[src/rtl/spectrum_peak_store.sv]
// Per-bin spectrum store with frame peak search for the display path.
// Define SPECTRUM_PEAK_HOLD_EN for decaying peak-hold instead of plain overwrite.
module spectrum_peak_store #(
    parameter logic [7:0] DECAY_STEP = 8'd1,
    parameter bit         SKIP_DC    = 1'b1
) (
    input  logic       ckFreq,
    input  logic       aresetn,
    input  logic       flgFreqSampleValid,
    input  logic [9:0] addrFreq,
    input  logic [7:0] byteFreqSample,
    input  logic [8:0] rdAddr,
    output logic [7:0] rdData,
    output logic [8:0] peakBin,
    output logic [7:0] peakVal,
    output logic       flgFrameDone,
    output logic       flgBusy
);

    typedef enum logic [1:0] {
        CLEAR,
        WAIT_SOF,
        CAPTURE,
        SKIP_HI
    } state_t;

    state_t     state;
    state_t     stateNext;
    logic [8:0] clrPtr;
    logic [7:0] mem [512];

    logic       wrPend;
    logic [8:0] wrAddr;
    logic [7:0] wrByte;
    logic [7:0] newVal;

    logic [8:0] trkBin;
    logic [7:0] trkVal;
    logic [8:0] trkBinNext;
    logic [7:0] trkValNext;
    logic       candOk;

    logic isSof;
    logic isEof;
    logic isLow;
    logic accept;
    logic restart;
    logic frameEnd;

    assign isSof = flgFreqSampleValid && (addrFreq == 10'd0);
    assign isEof = flgFreqSampleValid && (addrFreq == 10'd1023);
    assign isLow = flgFreqSampleValid && !addrFreq[9];

    always_ff @(posedge ckFreq or negedge aresetn) begin
        if (!aresetn) begin
            state  <= CLEAR;
            clrPtr <= 9'd0;
        end else begin
            state <= stateNext;
            if (flgBusy) begin
                clrPtr <= clrPtr + 9'd1;
            end
        end
    end

    always_comb begin
        stateNext = state;
        unique case (state)
            CLEAR: begin
                if (clrPtr == 9'd511) stateNext = WAIT_SOF;
            end
            WAIT_SOF: begin
                if (isSof) stateNext = CAPTURE;
            end
            CAPTURE: begin
                if (isLow && addrFreq[8:0] == 9'd511) stateNext = SKIP_HI;
            end
            SKIP_HI: begin
                if (isSof) stateNext = CAPTURE;
                else if (isEof) stateNext = WAIT_SOF;
            end
            default: stateNext = CLEAR;
        endcase
    end

    always_comb begin
        flgBusy  = 1'b0;
        accept   = 1'b0;
        restart  = 1'b0;
        frameEnd = 1'b0;
        unique case (state)
            CLEAR: flgBusy = 1'b1;
            WAIT_SOF: begin
                accept  = isSof;
                restart = isSof;
            end
            CAPTURE: begin
                accept  = isLow;
                restart = isSof;
            end
            SKIP_HI: begin
                accept   = isSof;
                restart  = isSof;
                frameEnd = isEof && !isSof;
            end
            default: flgBusy = 1'b1;
        endcase
    end

    // Accepted sample is written one cycle later; bins are distinct so no hazard.
    always_ff @(posedge ckFreq or negedge aresetn) begin
        if (!aresetn) begin
            wrPend <= 1'b0;
            wrAddr <= 9'd0;
            wrByte <= 8'd0;
        end else begin
            wrPend <= accept;
            if (accept) begin
                wrAddr <= addrFreq[8:0];
                wrByte <= byteFreqSample;
            end
        end
    end

`ifdef SPECTRUM_PEAK_HOLD_EN
    logic [7:0] oldVal;
    logic [7:0] decayed;

    assign oldVal  = mem[wrAddr];
    assign decayed = (oldVal > DECAY_STEP) ? oldVal - DECAY_STEP : 8'd0;
    assign newVal  = (wrByte > decayed) ? wrByte : decayed;
`else
    assign newVal = wrByte;
`endif

    always_ff @(posedge ckFreq) begin
        if (flgBusy) begin
            mem[clrPtr] <= 8'd0;
        end else if (wrPend) begin
            mem[wrAddr] <= newVal;
        end
    end

    always_ff @(posedge ckFreq or negedge aresetn) begin
        if (!aresetn) begin
            rdData <= 8'd0;
        end else begin
            rdData <= flgBusy ? 8'd0 : mem[rdAddr];
        end
    end

    assign candOk = wrPend && !(SKIP_DC && wrAddr == 9'd0) &&
                    (newVal > trkVal);
    assign trkBinNext = candOk ? wrAddr : trkBin;
    assign trkValNext = candOk ? newVal : trkVal;

    // A frame restart discards any compare still in flight.
    always_ff @(posedge ckFreq or negedge aresetn) begin
        if (!aresetn) begin
            trkBin <= 9'd0;
            trkVal <= 8'd0;
        end else if (restart) begin
            trkBin <= {8'd0, SKIP_DC};
            trkVal <= 8'd0;
        end else begin
            trkBin <= trkBinNext;
            trkVal <= trkValNext;
        end
    end

    always_ff @(posedge ckFreq or negedge aresetn) begin
        if (!aresetn) begin
            peakBin      <= 9'd0;
            peakVal      <= 8'd0;
            flgFrameDone <= 1'b0;
        end else begin
            flgFrameDone <= frameEnd;
            if (frameEnd) begin
                peakBin <= trkBinNext;
                peakVal <= trkValNext;
            end
        end
    end

endmodule

[config.mk]
export PLATFORM = sky130hd
export DESIGN_NAME = spectrum_peak_store
export DESIGN_NICKNAME = d
export VERILOG_FILES = /design/src/rtl/spectrum_peak_store.sv
export SDC_FILE = /design/constraint.sdc
export NUM_CORES = 2
export LEC_CHECK = 0
export BUFFER_PORTS_ARGS = -buffer_cell sky130_fd_sc_hd__buf_2
export CAP_MARGIN = 20
export CORE_ASPECT_RATIO = 0.7
export CORE_MARGIN = 3
export CORE_UTILIZATION = 51
export DETAILED_ROUTE_END_ITERATION = 10
export GPL_ROUTABILITY_DRIVEN = 0
export GPL_TIMING_DRIVEN = 1
export PLACE_DENSITY_LB_ADDON = 0.2
export SYNTH_ARGS = -nofsm -noshare
export SYNTH_HDL_FRONTEND = slang
export SYNTH_SLANG_ARGS = --single-unit
[constraint.sdc]
create_clock -name ckFreq -period 38.1 [get_ports ckFreq]
set_input_delay 3.81 -clock ckFreq [delete_from_list [all_inputs] [get_ports ckFreq]]
set_output_delay 3.81 -clock ckFreq [all_outputs]
set_load 0.02 [all_outputs]
==> results by group <==
Yosys
  • Syn_nets: 7868
  • Synth unique cells: 93
  • Post-synth EDFFs: 4096
  • Cells after synthesis: 7828
  • Synthesized area: 163000 um2
  • Post-Syn Area per Cell: 20.8 um2
  • Yosys warnings: 0
  • Synth Flop Type: edfxtp_1
  • Sequential fraction of the synthesis area: 0.765
  • Async S/R FF share, synth: 0.0173
  • #FFs+latches synth: 4168

Placement
  • Post-DP HPWL: 256 mm
  • PortBufs: 56
  • Cell Area, Placed: 167000 um2

Detailed routing
  • Vias/cell: 6.55
  • DR WL/cell: 34.2 um
  • Post-DRT Antenna Nets: 0
  • WL final: 427 mm
  • Via Count: 81.8k
  • DRT iter0 DRCs: 10.6k
  • DRC Markers: 0
  • Drt first pass iters: 6

Floorplanning
  • Die Span Y: 479 um
  • Die W: 682 um
  • I/O Pins: 57
  • Core ar.: 318000 um2
  • Rows: 173
  • Starting Density: 0.513
  • Overall die area: 327000 um2

Critical path
  • Crit start category: input pin
  • CP required: 38.89 ns
  • Flop2flop setup slack: 33.20 ns
  • Reg-to-reg startpoint: state[1]$_DFFE_PN0P_
  • Reg2Reg Depth: 8
  • Setup crit start: rdAddr[1]
  • Crit. End Element: flop
  • CP Class: in2reg
  • R2R Path End: mem[297][6]$_DFFE_PP_
  • Arrival time at the worst endpoint: 9.89 ns
  • CP Max Fanout: 107

Clock tree
  • H-tree Lvls: 5
  • Clk sink count: 4168
  • CTS tree: built
  • Clock Latency Late Sink: 0.91 ns
  • Cts repair resizes: 0
  • Num CTS Buffers: 382
  • Hold Buf Count CTS: 0
  • Root buffer cell: clkbuf_16
  • Clock transition at the registers of the reported paths: 0.07 ns
  • Clock buffer depth: 4
  • Setup Buffers After CTS: 0

STA
  • Max Freq: 110 MHz
  • Hold Fails Final Rpt: 0
  • RSZ-0062 raised after global routing: false
  • Worst-Margin Slew: 1.31 ns
  • Pins Over Slew Limit: 0
  • Slew HR: 0.120
  • Clk_skew: 0.0494 ns
  • Final period utilization: 0.239
  • Period minus WS final: 9.09 ns
  • Setup_tns: 0 ns
  • Setup violators final: 0

Cells and area
  • Fillers: 23.2k
  • Layout cell share with drive strength beyond 1: 0.191
  • Area grow syn2layout: 9.96%
  • Final Cell Area: 179000 um2
  • Final nets: 8010

Global route
  • Largest net degree at the start of global routing: 233
  • Initial antenna violation count: 15
  • Grt ovf: 0
  • Number of global-route vias before repair: 79.0k
  • GRT Overall Usage: 0.259
  • First-pass GRT wire length: 604 mm

Pwr
  • Power density of the placed cells: 50.5 nW/um2
  • VDD IR-drop max: 0.0404 mV
  • LEAKAGE: 0.0462 uW

Run status
  • Status: completed

Min path
  • Hold_sp: peakVal[3]$_DFFE_PN0P_
  • Hold Path Depth: 2
  • Hold Crit Class: reg2reg
  • Worst Hold Endpoint: peakVal[3]$_DFFE_PN0P_

Run
  • Max Cap Viol: 0
## worst max-delay path, cell delays in order
cell and delay (ns):
buf_12 0.35, buf_12 0.59, buf_4 0.73, buf_4 0.81
buf_4 0.59, buf_4 0.54, mux4_2 0.39, a22oi_1 0.27
a21oi_1 0.15, nor4_1 0.66, buf_4 0.23, or4_1 0.11
o31ai_1 0.07
## per-layer routing
metal / share of wire / track usage / vias up
met2: 0.44 / 0.368 / 4502
met5: 0.000059 / 0 / -
li1: - / - / 33000
met1: 0.43 / 0.411 / 43700
met3: 0.11 / 0.0560 / 597
met4: 0.026 / 0.0643 / 4
## final cells by class
class | instances | area, um2 | area share
Clock inverter | 225 | 2130 | 0.0119
Multi-Input combinational cell | 3152 | 35000 | 0.195
Antenna cell | 9 | 22.5 | 0.000126
Inverter | 17 | 63.8 | 0.000356
Sequential cell | 4168 | 125000 | 0.696
Clock buffer | 467 | 10100 | 0.0564
Tap cell | 4200 | 5260 | 0.0293
Timing Repair Buffer | 249 | 2050 | 0.0114
## power breakdown
group	internal (uW)	leakage, uW	switching (uW)
clock network	2150	0.00599	1670
registers	4960	0.0291	6.76
logic	83.7	0.0111	180
## cell usage in the layout, fill, tap and decap left out, types with 15 or more instances in the layout
| cell type | instances |
|---|---|
| bufinv_16 | 39 |
| a221oi_1 | 30 |
| clkinv_2 | 70 |
| nand2b_1 | 18 |
| clkbuf_16 | 390 |
| a22oi_1 | 214 |
| nor3_1 | 24 |
| a211oi_1 | 111 |
| inv_1 | 15 |
| mux2_2 | 55 |
| edfxtp_1 | 4096 |
| mux2i_1 | 458 |
| nand3_1 | 51 |
| o21ai_0 | 58 |
| o221ai_1 | 35 |
| clkbuf_1 | 70 |
| buf_2 | 55 |
| mux4_2 | 656 |
| o22ai_1 | 123 |
| clkinv_1 | 90 |
| nand2_1 | 141 |
| a21oi_1 | 86 |
| a22o_1 | 24 |
| mux4_1 | 166 |
| buf_12 | 15 |
| dfrtp_1 | 72 |
| o211ai_1 | 26 |
| nand2_4 | 16 |
| buf_4 | 161 |
| nor2_1 | 596 |
| nand4_1 | 21 |
## metrics by stage
stage                     cells  setup WS, ns  hold WS, ns  total power, uW  utilization
after floorplan            7828         22.95        0.462             5230            -
after global placement    11800         27.49        0.460             5320        0.525
after detailed placement  11800         28.06        0.469             5330        0.525
after CTS                 12500         29.02        0.484             9090        0.564
after global routing      12500         28.83        0.501             9280        0.564
final                     12500         29.01        0.479             9050        0.564
## cell usage after synthesis, drive strengths merged (19+ instances only)
| master | count | area, um2 |
|---|---|---|
| mux2i | 458 | 4580 |
| a22o | 25 | 220 |
| a221oi | 33 | 308 |
| dfrtp | 72 | 1800 |
| a22oi | 215 | 1620 |
| a211oi | 111 | 833 |
| nor3 | 24 | 120 |
| buf | 316 | 2760 |
| o22ai | 124 | 782 |
| nor2 | 603 | 2270 |
| o221ai | 35 | 307 |
| a21oi | 86 | 430 |
| nand4 | 21 | 131 |
| edfxtp | 4096 | 123000 |
| o211ai | 27 | 208 |
| o21ai | 68 | 340 |
| mux4 | 822 | 19100 |
| nand3 | 52 | 273 |
| a31oi | 19 | 119 |
| nand2 | 157 | 589 |
| clkbuf | 173 | 880 |
| mux2 | 55 | 619 |
## registers in the layout, indices dropped and copies added (netlist names)
register	flops
newVal	8
wrPend	1
mem	4096
peakBin	9
trkBin	9
peakVal	8
rdData	8
clrPtr	9
trkVal	8
flgFrameDone	1
wrAddr	9
state	2
## how the worst max path moves through the flow
| stage | end | slack [ns] | depth (start not counted) |
|---|---|---|---|
| global route | rdData[1]$_DFF_PN0_ | 28.83 | 13 |
| global placement | rdData[7]$_DFF_PN0_ | 27.49 | 10 |
| floorplan | mem[0][0]$_DFFE_PP_ | 22.95 | 4 |
| finish | rdData[1]$_DFF_PN0_ | 29.01 | 13 |
| detailed placement | rdData[6]$_DFF_PN0_ | 28.06 | 12 |
| CTS | rdData[6]$_DFF_PN0_ | 29.02 | 12 |
## cell families (layout without fill, tap and decap cells)
family / count (synthesis) / count (layout) / synth area share
xor+xnor: 7 / 7 / 0.000376
other cells: 0 / 9 / 0
compound gates: 830 / 830 / 0.0363
fa+ha+maj: 10 / 10 / 0.000767
flops: 4168 / 4168 / 0.765
mux: 1335 / 1335 / 0.149
simple gates: 970 / 970 / 0.0257
buf+inv: 508 / 958 / 0.0228
Power figures use the tool's default switching activity.
